[src/rtl/credit_allocator.sv]
// Output-channel switch allocator: holds a grant for a whole packet and forwards
// flits only while the downstream buffer has credits.
module credit_allocator #(
  parameter int IN_N      = 5,
  parameter int ARB_TYPE  = 0,
  parameter int BUF_DEPTH = 4,
  localparam int CNT_W    = $clog2(BUF_DEPTH + 1)
) (
  input  logic             clk_i,
  input  logic             rst_ni,
  input  logic [IN_N-1:0]  req_i,
  input  logic [IN_N-1:0]  data_vld_i,
  input  logic [IN_N-1:0]  flit_id_is_tail_i,
  input  logic             credit_i,
  output logic [IN_N-1:0]  grant_o,
  output logic [IN_N-1:0]  rd_o,
  output logic             oc_vld_o,
  output logic [CNT_W-1:0] credits_o,
  output logic             busy_o,
  output logic             err_o,
  output logic             state_o
);

  // Handshake: a flit moves on the output channel in any cycle where oc_vld_o is
  // high; rd_o pops the granted FIFO in that same cycle. Nothing is back-pressured
  // except by the credit count, so there is no separate ready signal.

  localparam int PTR_W = (IN_N > 1) ? $clog2(IN_N) : 1;
  localparam logic ST_IDLE  = 1'b0;
  localparam logic ST_ALLOC = 1'b1;
  localparam logic [CNT_W-1:0] CRED_MAX = CNT_W'(BUF_DEPTH);

  logic             r_state;
  logic [IN_N-1:0]  r_grant;
  logic [PTR_W-1:0] r_ptr;
  logic [CNT_W-1:0] r_credits;
  logic             r_err;

  logic [IN_N-1:0]  w_win;
  logic [PTR_W-1:0] w_gidx;
  logic [PTR_W-1:0] w_next_ptr;
  logic             w_sel_vld;
  logic             w_sel_tail;
  logic             w_xfer;

  // Rotating search from r_ptr for round-robin; fixed search from 0 for static.
  always_comb begin
    int   v_sum;
    logic v_found;
    logic [PTR_W-1:0] v_idx;
    w_win   = '0;
    v_found = 1'b0;
    v_sum   = 0;
    v_idx   = '0;
    for (int i = 0; i < IN_N; i++) begin
      if (ARB_TYPE == 0) begin
        v_sum = int'(r_ptr) + i;
        if (v_sum >= IN_N) v_sum = v_sum - IN_N;
      end else begin
        v_sum = i;
      end
      v_idx = v_sum[PTR_W-1:0];
      if (!v_found && req_i[v_idx]) begin
        w_win[v_idx] = 1'b1;
        v_found      = 1'b1;
      end
    end
  end

  always_comb begin
    w_gidx = '0;
    for (int i = 0; i < IN_N; i++) begin
      if (r_grant[i]) w_gidx = PTR_W'(i);
    end
  end

  assign w_next_ptr = (int'(w_gidx) == IN_N - 1) ? '0 : w_gidx + PTR_W'(1);
  assign w_sel_vld  = |(data_vld_i & r_grant);
  assign w_sel_tail = |(flit_id_is_tail_i & r_grant);
  assign w_xfer     = (r_state == ST_ALLOC) && w_sel_vld && (r_credits != '0);

  always_ff @(posedge clk_i or negedge rst_ni) begin
    if (!rst_ni) begin
      r_state <= ST_IDLE;
      r_grant <= '0;
      r_ptr   <= '0;
    end else if (r_state == ST_IDLE) begin
      if (|req_i) begin
        r_grant <= w_win;
        r_state <= ST_ALLOC;
      end
    end else begin
      if (w_xfer && w_sel_tail) begin
        r_grant <= '0;
        r_state <= ST_IDLE;
        r_ptr   <= w_next_ptr;
      end
    end
  end

  // A return with the counter already full and no flit leaving is an overflow.
  always_ff @(posedge clk_i or negedge rst_ni) begin
    if (!rst_ni) begin
      r_credits <= CRED_MAX;
      r_err     <= 1'b0;
    end else if (w_xfer && !credit_i) begin
      r_credits <= r_credits - CNT_W'(1);
    end else if (!w_xfer && credit_i) begin
      if (r_credits == CRED_MAX) r_err <= 1'b1;
      else                       r_credits <= r_credits + CNT_W'(1);
    end
  end

  assign grant_o   = r_grant;
  assign rd_o      = w_xfer ? r_grant : '0;
  assign oc_vld_o  = w_xfer;
  assign credits_o = r_credits;
  assign busy_o    = (r_state == ST_ALLOC);
  assign err_o     = r_err;
  assign state_o   = r_state;

endmodule

[config.mk]
export PLATFORM = sky130hd
export DESIGN_NAME = credit_allocator
export DESIGN_NICKNAME = d
export VERILOG_FILES = /design/src/rtl/credit_allocator.sv
export SDC_FILE = /design/constraint.sdc
export NUM_CORES = 1
export LEC_CHECK = 0
export BUFFER_PORTS_ARGS = -buffer_cell sky130_fd_sc_hd__buf_2
export CAP_MARGIN = 20
export CORE_MARGIN = 1.5
export CORE_UTILIZATION = 38
export CTS_CLUSTER_SIZE = 25
export DETAILED_ROUTE_END_ITERATION = 7
export GPL_TIMING_DRIVEN = 0
export RECOVER_POWER = 100
export SETUP_SLACK_MARGIN = 0.15
export SYNTH_ARGS = -nofsm -noshare
export SYNTH_HDL_FRONTEND = slang
export SYNTH_SLANG_ARGS = --single-unit
[constraint.sdc]
create_clock -name clk_i -period 4 [get_ports clk_i]
set_input_delay 0.6 -clock clk_i [delete_from_list [all_inputs] [get_ports clk_i]]
set_output_delay 0.6 -clock clk_i [all_outputs]
set_load 0.1 [all_outputs]
==> results of run 1 <==
## what timing repair did
item / 4_1_cts / 5_1_grt
setup endpoints to repair: 0 / 5
gates resized for setup: 0 / 5
buffers inserted: 0 / 0
## cell type report
class,instances,area [um2],share of cell area
Timing Repair Buffer,32,137.6,0.05839
Multi-Input combinational cell,221,1594,0.6762
Inverter,17,63.81,0.02707
Sequential cell,13,326.6,0.1385
Buffer,20,102.6,0.04352
Tap cell,70,87.58,0.03716
Clock buffer,4,45.04,0.01911
## state kept, by name (all words and copies together), names as in the netlist
register   cells
r_ptr          3
err_o          1
busy_o         1
credits_o      3
grant_o        5
## cells in the mapped netlist (4+ instances only)
library cell,instances,area (um2)
mux2i_1,9,90.09
a21o_1,5,37.54
buf_2,7,35.03
o31ai_1,12,90.09
nor2_1,23,86.33
and4_1,5,43.79
nor2b_1,4,25.02
dfrtp_1,12,300.3
a211oi_1,4,30.03
clkbuf_1,8,30.03
nand2_1,20,75.07
o21ai_0,10,50.05
ha_1,11,137.6
a21oi_1,20,100.1
nand3_1,12,60.06
nand2b_1,4,25.02
inv_1,17,63.81
nor3_1,8,40.04
## metrics by stage
| step | util | std cells | hold WS (ns) |
|---|---|---|---|
| 2_1_floorplan | - | 271 | 0.3044 |
| 3_3_place_gp | 0.4523 | 373 | 0.4485 |
| 3_5_place_dp | 0.4523 | 373 | 0.4605 |
| 4_1_cts | 0.4611 | 377 | 0.2444 |
| 5_1_grt | 0.4557 | 377 | 0.4599 |
| 6_report | 0.4557 | 377 | 0.3846 |
## placed cells by master (no fill, tap or decap), drive strengths merged, types with 6 or more instances in the layout
cell / netlist / final
dfrtp: 12 / 12
ha: 11 / 11
mux2i: 9 / 9
a21o: 6 / 6
o31ai: 12 / 12
clkbuf: 8 / 29
o21ai: 11 / 11
nor3: 10 / 10
nor2: 23 / 23
a21oi: 20 / 20
inv: 17 / 17
nand3: 12 / 12
nand2: 20 / 20
buf: 12 / 27
## path summary, 6_finish.rpt
kind	startpoint	to	slack (ns)	cells after the start
setup / recovery	r_ptr[0]	grant_o[0]	0.34	12
hold / removal	rst_ni	err_o	0.38	1
setup reg to reg	r_ptr[0]	grant_o[0]	0.34	12
hold reg to reg	err_o	err_o	0.48	1
max in group asynchronous	rst_ni	grant_o[1]	3.16	1
min in group clk_i	err_o	err_o	0.48	1
## cells by family (layout without fill, tap and decap cells)
group	count (synthesis)	count (layout)	share of synthesized area
AO/OA/AOI/OAI	88	88	0.3098
XOR/XNOR	3	3	0.01266
adder cells (fa/ha/maj)	13	13	0.08559
buffers and inverters	37	73	0.08017
flip-flops	13	13	0.1573
multiplexers	13	13	0.07595
AND/OR/NAND/NOR	104	104	0.2785
## routing by layer
layer | global-route usage | vias up | share of wire
met3 | 0.03333 | 12 | 0.048
met1 | 0.3048 | 1070 | 0.47
met2 | 0.3425 | 64 | 0.46
li1 | - | 1095 | -
met5 | 0 | - | 0
met4 | 0.06481 | 0 | 0.022
==> metrics.yaml, run 1 <==
outcome:
  outcome: "finished clean"
placed_design:
  dp_hpwl_mm: 4.941
  place.gp.congestion: 0.8851
  numPortBuffers: 32
  dp_slack_ns: 0.3610
  dpl-instance-area_um2: 2340
finish:
  fin_nets: 339
  area_growth_syn_to_layout_pct: 13.56
  drive_gt1_frac: 0.1694
  final_area_um2: 2357
  n_antenna_cell: 0
  fillers: 551
job:
  cap_violations: 0
logic_synthesis:
  syn-num-nets: 302
  syn_area_um2: 2076
  synth-seq-cells: 13
  yosysWarnings: 0
  syn_area_per_cell_um2: 7.660
  ys_types: 75
  synthArstFlopShare: 1.000
  synth-edff-count: 0
  synth-seq-area-share: 0.1573
  synth_ff_type: "dfrtp_1"
  post_synth_inst_count: 271
floorplan:
  start_util: 0.4013
  core_um2: 5172
  rows: 26
  die_w_um: 76.91
  die_h_um: 76.91
  io_pins: 35
  die_area_um2: 5915
routing:
  first_pass_iters: 4
  drt-total-wl_mm: 6.268
  drt-wirelength-per-cell_um: 16.63
  drc_errors: 0
  drt_iter0_drc: 125
  vias: 2241
  viasPerCell: 5.944
  ant_nets: 0
timing:
  worst_pin_slew_ns: 1.176
  hold_viol_final: 0
  fmax_mhz: 273.4
  fin_crit_sh: 0.9146
  final.setup.tns_ns: 0
  slew_headroom: 0.2193
  slew_violations: 0
  setup_viol: 0
  min_period_ns: 3.658
  skew_ns: 0.005056
  grt_setup_unrepaired: "false"
  fin_ws_ns: 0.3417
setup_path:
  cp-start-kind: "flop"
  crit_chain: "buf_6 > inv_1 > buf_2 > ha_1 > ha_1 > clkbuf_1 > o22a_1 > a2111oi_2 > nor3_4 > nor4b_2 > o21ai_1 > a32oi_1"
  crit_path_frequent_cell: "ha_1"
  cp_top_family: "compound AO/OA/AOI/OAI gates"
  crit_fanout: 11
  cp-end-kind: "flop"
  cp.required_ns: 4.16
  cp_data_arrival_time_ns: 3.81
  max_stage_delay_ns: 0.58
  worstSetupPathType: "reg2reg"
  critPathBufInv: 4
  crit_slowest_cell: "dfrtp_1"
grt:
  grt_pass1_wl_mm: 10.47
  grt_max_degree: 14
  grt_antenna_before_repair: 0
  grt_pass1_vias: 2093
  overflow: 0
  grt_use_total: 0.2176
cts:
  path_clk_slew_ns: 0.06
  cts_root_buffer: "clkbuf_8"
  cts_tree: "built"
  holdBufCountCts: 0
  clock-sinks: 13
  cts_buffer_depth: 2
  cts_buffers: 3
  h-tree-depth: 1
  clock_latency_ns: 0.24
worst_hold_path:
  hp-class: "in2async"
Power of run 1 is not shown: default switching activity piles up to over one toggle a cycle in this logic, so the estimate is an artifact.
==> run 2: changes to the inputs <==
--- a/config.mk
+++ b/config.mk
@@ -7,7 +7,7 @@
 export LEC_CHECK = 0
 export BUFFER_PORTS_ARGS = -buffer_cell sky130_fd_sc_hd__buf_2
 export CAP_MARGIN = 20
-export CORE_MARGIN = 1.5
+export CORE_MARGIN = 4
 export CORE_UTILIZATION = 38
 export CTS_CLUSTER_SIZE = 25
 export DETAILED_ROUTE_END_ITERATION = 7
==> metrics.yaml, run 2 (synthesis results as in run 1) <==
outcome:
  outcome: "finished clean"
grt:
  grt_use_total: 0.2047  # -0.01290
  grt_max_degree: 14  # unchanged
  overflow: 0  # unchanged
  grt_pass1_wl_mm: 10.95  # +4.6%
  grt_pass1_vias: 2199  # +5.1%
  grt_antenna_before_repair: 1  # +1
routing:
  drc_errors: 0  # unchanged
  viasPerCell: 6.119  # +2.9%
  ant_nets: 0  # unchanged
  drt-wirelength-per-cell_um: 17.51  # +5.3%
  drt_iter0_drc: 205  # +64%
  first_pass_iters: 5  # +1
  vias: 2319  # +3.5%
  drt-total-wl_mm: 6.638  # +5.9%
finish:
  drive_gt1_frac: 0.1715  # +0.002140
  fin_nets: 341  # +0.59%
  fin_cells: 379  # +0.53%
  layout_commonest_cell: "clkbuf_1"
  regArea_um2: 327.8  # +0.38%
  largest_reg_flops: 5  # unchanged
  area_growth_syn_to_layout_pct: 15.49
  multi_input_area_um2: 1618  # +1.5%
  final_cell_mix: "clkbuf_1 (27), nor2_1 (21), buf_2 (21), nand2_1 (20), a21oi_1 (19)"
  n_antenna_cell: 0  # unchanged
  fillers: 564  # +2.4%
timing:
  slew_violations: 0  # unchanged
  fin_ws_ns: 0.3296  # -0.01206 ns
  hold_viol_final: 0  # unchanged
  skew_ns: 0.001985  # -0.003071 ns
  setup_viol: 0  # unchanged
  fin_crit_sh: 0.9176  # +0.003015
  fmax_mhz: 272.5  # -0.33%
  slew_headroom: 0.2198  # +0.0004740
  final.setup.tns_ns: 0  # unchanged
  worst_pin_slew_ns: 1.175  # -0.0007140 ns
  min_period_ns: 3.670  # +0.01206 ns
  grt_setup_unrepaired: "true"
placed_design:
  dp_slack_ns: 0.2908  # -0.07019 ns
  place.gp.congestion: 0.9647  # +9.0%
  numPortBuffers: 32  # unchanged
  place_inst: 373  # unchanged
  dp_hpwl_mm: 5.086  # +2.9%
floorplan:
  core_um2: 5205  # +0.63%
  io_pins: 35  # unchanged
  die_w_um: 81.91  # +6.5%
  die_h_um: 81.91  # +6.5%
  die_area_um2: 6709  # +13%
  rows: 26  # unchanged
  start_util: 0.3988  # -0.002508
setup_path:
  crit_fanout: 8  # -3
  cp-start-kind: "flop"
  cp_data_arrival_time_ns: 3.78  # -0.03 ns
  cp.required_ns: 4.11  # -0.05 ns
  worstSetupPathType: "reg2reg"
  cp-end-kind: "flop"
cts:
  cts_root_buffer: "clkbuf_8"
  cts_buffers: 3  # unchanged
  holdBufCountCts: 0  # unchanged
  clock_latency_ns: 0.24  # about the same
  clock-sinks: 13  # unchanged
  cts_buffer_depth: 2  # unchanged
  path_clk_slew_ns: 0.06  # about the same
  cts_tree: "built"
  h-tree-depth: 1  # unchanged
worst_hold_path:
  hp-class: "in2async"
job:
  cap_violations: 0  # unchanged
[run 2: cell count changes in the layout (fill, tap and decap cells not counted), sizes merged]
cell and change:
clkbuf +1, buf +1
[run 2: cell type report]
type / instances / share of cell area
clock buffers: 4 / 0.01879
plain buffers: 20 / 0.04280
flip-flops and latches: 13 / 0.1367
repair buffers: 34 / 0.06367
inverters: 17 / 0.02662
multi-input cells: 221 / 0.6748
well taps: 70 / 0.03653
[run 2: timing repair]
action / 4_1_cts / 5_1_grt
setup buffers: 0 / 2
resized for setup: 0 / 6
endpoints found under the setup margin: 0 / 5
[run 2: worst paths after layout]
kind                       startpoint          to  slack [ns]  cells after the start
setup / recovery             r_ptr[1]  grant_o[2]        0.33                     11
max in group asynchronous      rst_ni    r_ptr[0]        3.10                      1
min in group clk_i              err_o       err_o        0.47                      1
hold / removal                 rst_ni       err_o        0.39                      1
hold reg to reg                 err_o       err_o        0.47                      1
setup reg to reg             r_ptr[1]  grant_o[2]        0.33                     11
[run 2: stage by stage]
step / cell area [um2] / util / hold WS, ns
6_report: 2397 / 0.4606 / 0.3931
5_1_grt: 2397 / 0.4606 / 0.4540
4_1_cts: 2385 / 0.4582 / 0.2540
3_5_place_dp: 2340 / 0.4495 / 0.4568
3_3_place_gp: 2340 / 0.4495 / 0.4514
2_1_floorplan: 2092 / - / 0.3044
[run 2: worst max-delay path, cell delays in order, from the launching register on]
cell and delay, ns:
dfrtp_1 0.47, clkbuf_1 0.33, inv_1 0.29, ha_1 0.32
ha_1 0.29, clkbuf_1 0.26, o22a_1 0.34, a2111oi_4 0.09
nor3_4 0.36, and4b_2 0.28, a311oi_1 0.39, a31oi_1 0.13
[run 2: routing by layer]
layer  routed length (um)  GRT usage
met5                   13          0
met4                   83    0.03821
met3                  364    0.02303
met2                 3097     0.3279
met1                 3078     0.2963
Power of run 2 is left out for the same reason.
==> run 3: changes to the inputs <==
==> constraint.sdc (replaced) <==
create_clock -name clk_i -period 4.3 [get_ports clk_i]
set_input_delay 0.645 -clock clk_i [delete_from_list [all_inputs] [get_ports clk_i]]
set_output_delay 0.645 -clock clk_i [all_outputs]
set_load 0.1 [all_outputs]
==> metrics.yaml, run 3 (synthesis results as in run 1) <==
outcome:
  outcome: "finished clean"
timing:
  grt_setup_unrepaired: "false"
  whs_ns: 0.4226  # +0.02945 ns
  worst_pin_slew_ns: 1.174  # -0.001578 ns
  setup_viol: 0  # unchanged
  slew_headroom: 0.2208  # +0.001048
  fmax_mhz: 267.4  # -1.9%
  slew_violations: 0  # unchanged
  fin_crit_sh: 0.8697  # -0.04785
  hold_viol_final: 0  # unchanged
  skew_ns: 0.006687  # +0.004702 ns
  min_period_ns: 3.740  # +0.06951 ns
floorplan:
  die_w_um: 81.91  # unchanged
  io_pins: 35  # unchanged
  start_util: 0.3988  # unchanged
  rows: 26  # unchanged
  die_area_um2: 6709  # unchanged
  core_um2: 5205  # unchanged
  die_h_um: 81.91  # unchanged
setup_path:
  cp-start-kind: "flop"
  rr_startpoint: "r_ptr[0]"
  r2r_slack_ns: 0.56  # +0.23 ns
  critPathLaunch: "r_ptr[0]"
  worstSetupEndpoint: "grant_o[4]"
  cp_data_arrival_time_ns: 3.89  # +0.11 ns
  crit_fanout: 11  # +3
  r2r_end: "grant_o[4]"
  cp-end-kind: "flop"
  worstSetupPathType: "reg2reg"
  cp.required_ns: 4.45  # +0.34 ns
  r2r.worst_path.cells: 12  # +1
finish:
  finish.utilization: 0.4507  # -0.009856
  fin_nets: 339  # -0.59%
  layout_commonest_cell: "clkbuf_1"
  n_antenna_cell: 0  # unchanged
  final_cell_mix: "clkbuf_1 (27), nor2_1 (23), a21oi_1 (20), buf_2 (20), nand2_1 (20)"
  final_area_um2: 2346  # -2.1%
  largest_reg_flops: 5  # unchanged
  drive_gt1_frac: 0.1531  # -0.01843
  area_growth_syn_to_layout_pct: 13.02
cts:
  postCtsSetupRepairBufs: 0  # unchanged
  cts_buffers: 3  # unchanged
  path_clk_slew_ns: 0.06  # about the same
  cts_buffer_depth: 2  # unchanged
  holdBufCountCts: 0  # unchanged
  h-tree-depth: 1  # unchanged
  clock_latency_ns: 0.24  # about the same
  cts_root_buffer: "clkbuf_8"
  clock-sinks: 13  # unchanged
  cts_tree: "built"
  ctsResizeCount: 0  # unchanged
routing:
  drt_iter0_drc: 159  # -22%
  vias: 2234  # -3.7%
  viasPerCell: 5.926  # -3.2%
  drc_errors: 0  # unchanged
  ant_nets: 0  # unchanged
  first_pass_iters: 6  # +1
  drt-total-wl_mm: 6.430  # -3.1%
  drt-wirelength-per-cell_um: 17.06  # -2.6%
placed_design:
  dpl-instance-area_um2: 2327  # -0.53%
  place.gp.congestion: 0.9402  # -2.5%
  dp_hpwl_mm: 4.930  # -3.1%
  numPortBuffers: 32  # unchanged
grt:
  grt_use_total: 0.1971  # -0.007626
  grt_pass1_vias: 2078  # -5.5%
  grt_antenna_before_repair: 0  # -1
  grt_max_degree: 14  # unchanged
  overflow: 0  # unchanged
  grt_pass1_wl_mm: 10.38  # -5.2%
worst_hold_path:
  hp-class: "in2async"
job:
  cap_violations: 0  # unchanged
run 3: critical path: stages (launching register included):
cell and delay [ns]:
dfrtp_1 0.57, buf_6 0.21, inv_1 0.07, clkbuf_2 0.24
ha_1 0.32, ha_1 0.28, clkbuf_1 0.18, a21oi_1 0.36
mux2_1 0.41, nor3_2 0.40, o211ai_1 0.18, a21o_1 0.21
a31oi_1 0.19
run 3: worst min path at each step:
stage	end	slack (ns)	cells after the start
floorplan	busy_o	0.35	0
global placement	err_o	0.45	1
detailed placement	err_o	0.45	1
CTS	err_o	0.29	1
global route	err_o	0.48	1
finish	err_o	0.42	1
run 3: area by class of cell:
cell class,count,area [um2]
buffer,20,102.6
clock buffer,4,45.04
fill,541,2859
inverter,17,63.81
multi-input combinational,221,1583
sequential,13,326.6
tap,70,87.58
timing repair buffer,32,137.6
run 3: per-layer routing:
metal | routed length, um | GRT usage | up-vias
li1 | - | - | 1101
met1 | 2926 | 0.2791 | 1028
met3 | 547 | 0.02961 | 8
met5 | 0 | 0 | -
met4 | 94 | 0.04485 | 0
met2 | 2861 | 0.3134 | 97
run 3: stage by stage:
stage / setup WS, ns / cells / setup TNS (ns)
6_report: 0.5601 / 377 / 0
5_1_grt: 0.2527 / 377 / 0
4_1_cts: 0.6052 / 377 / 0
3_5_place_dp: 0.6441 / 373 / 0
3_3_place_gp: 0.5873 / 373 / 0
2_1_floorplan: -0.2118 / 271 / -0.4236
Power of run 3 is left out for the same reason.
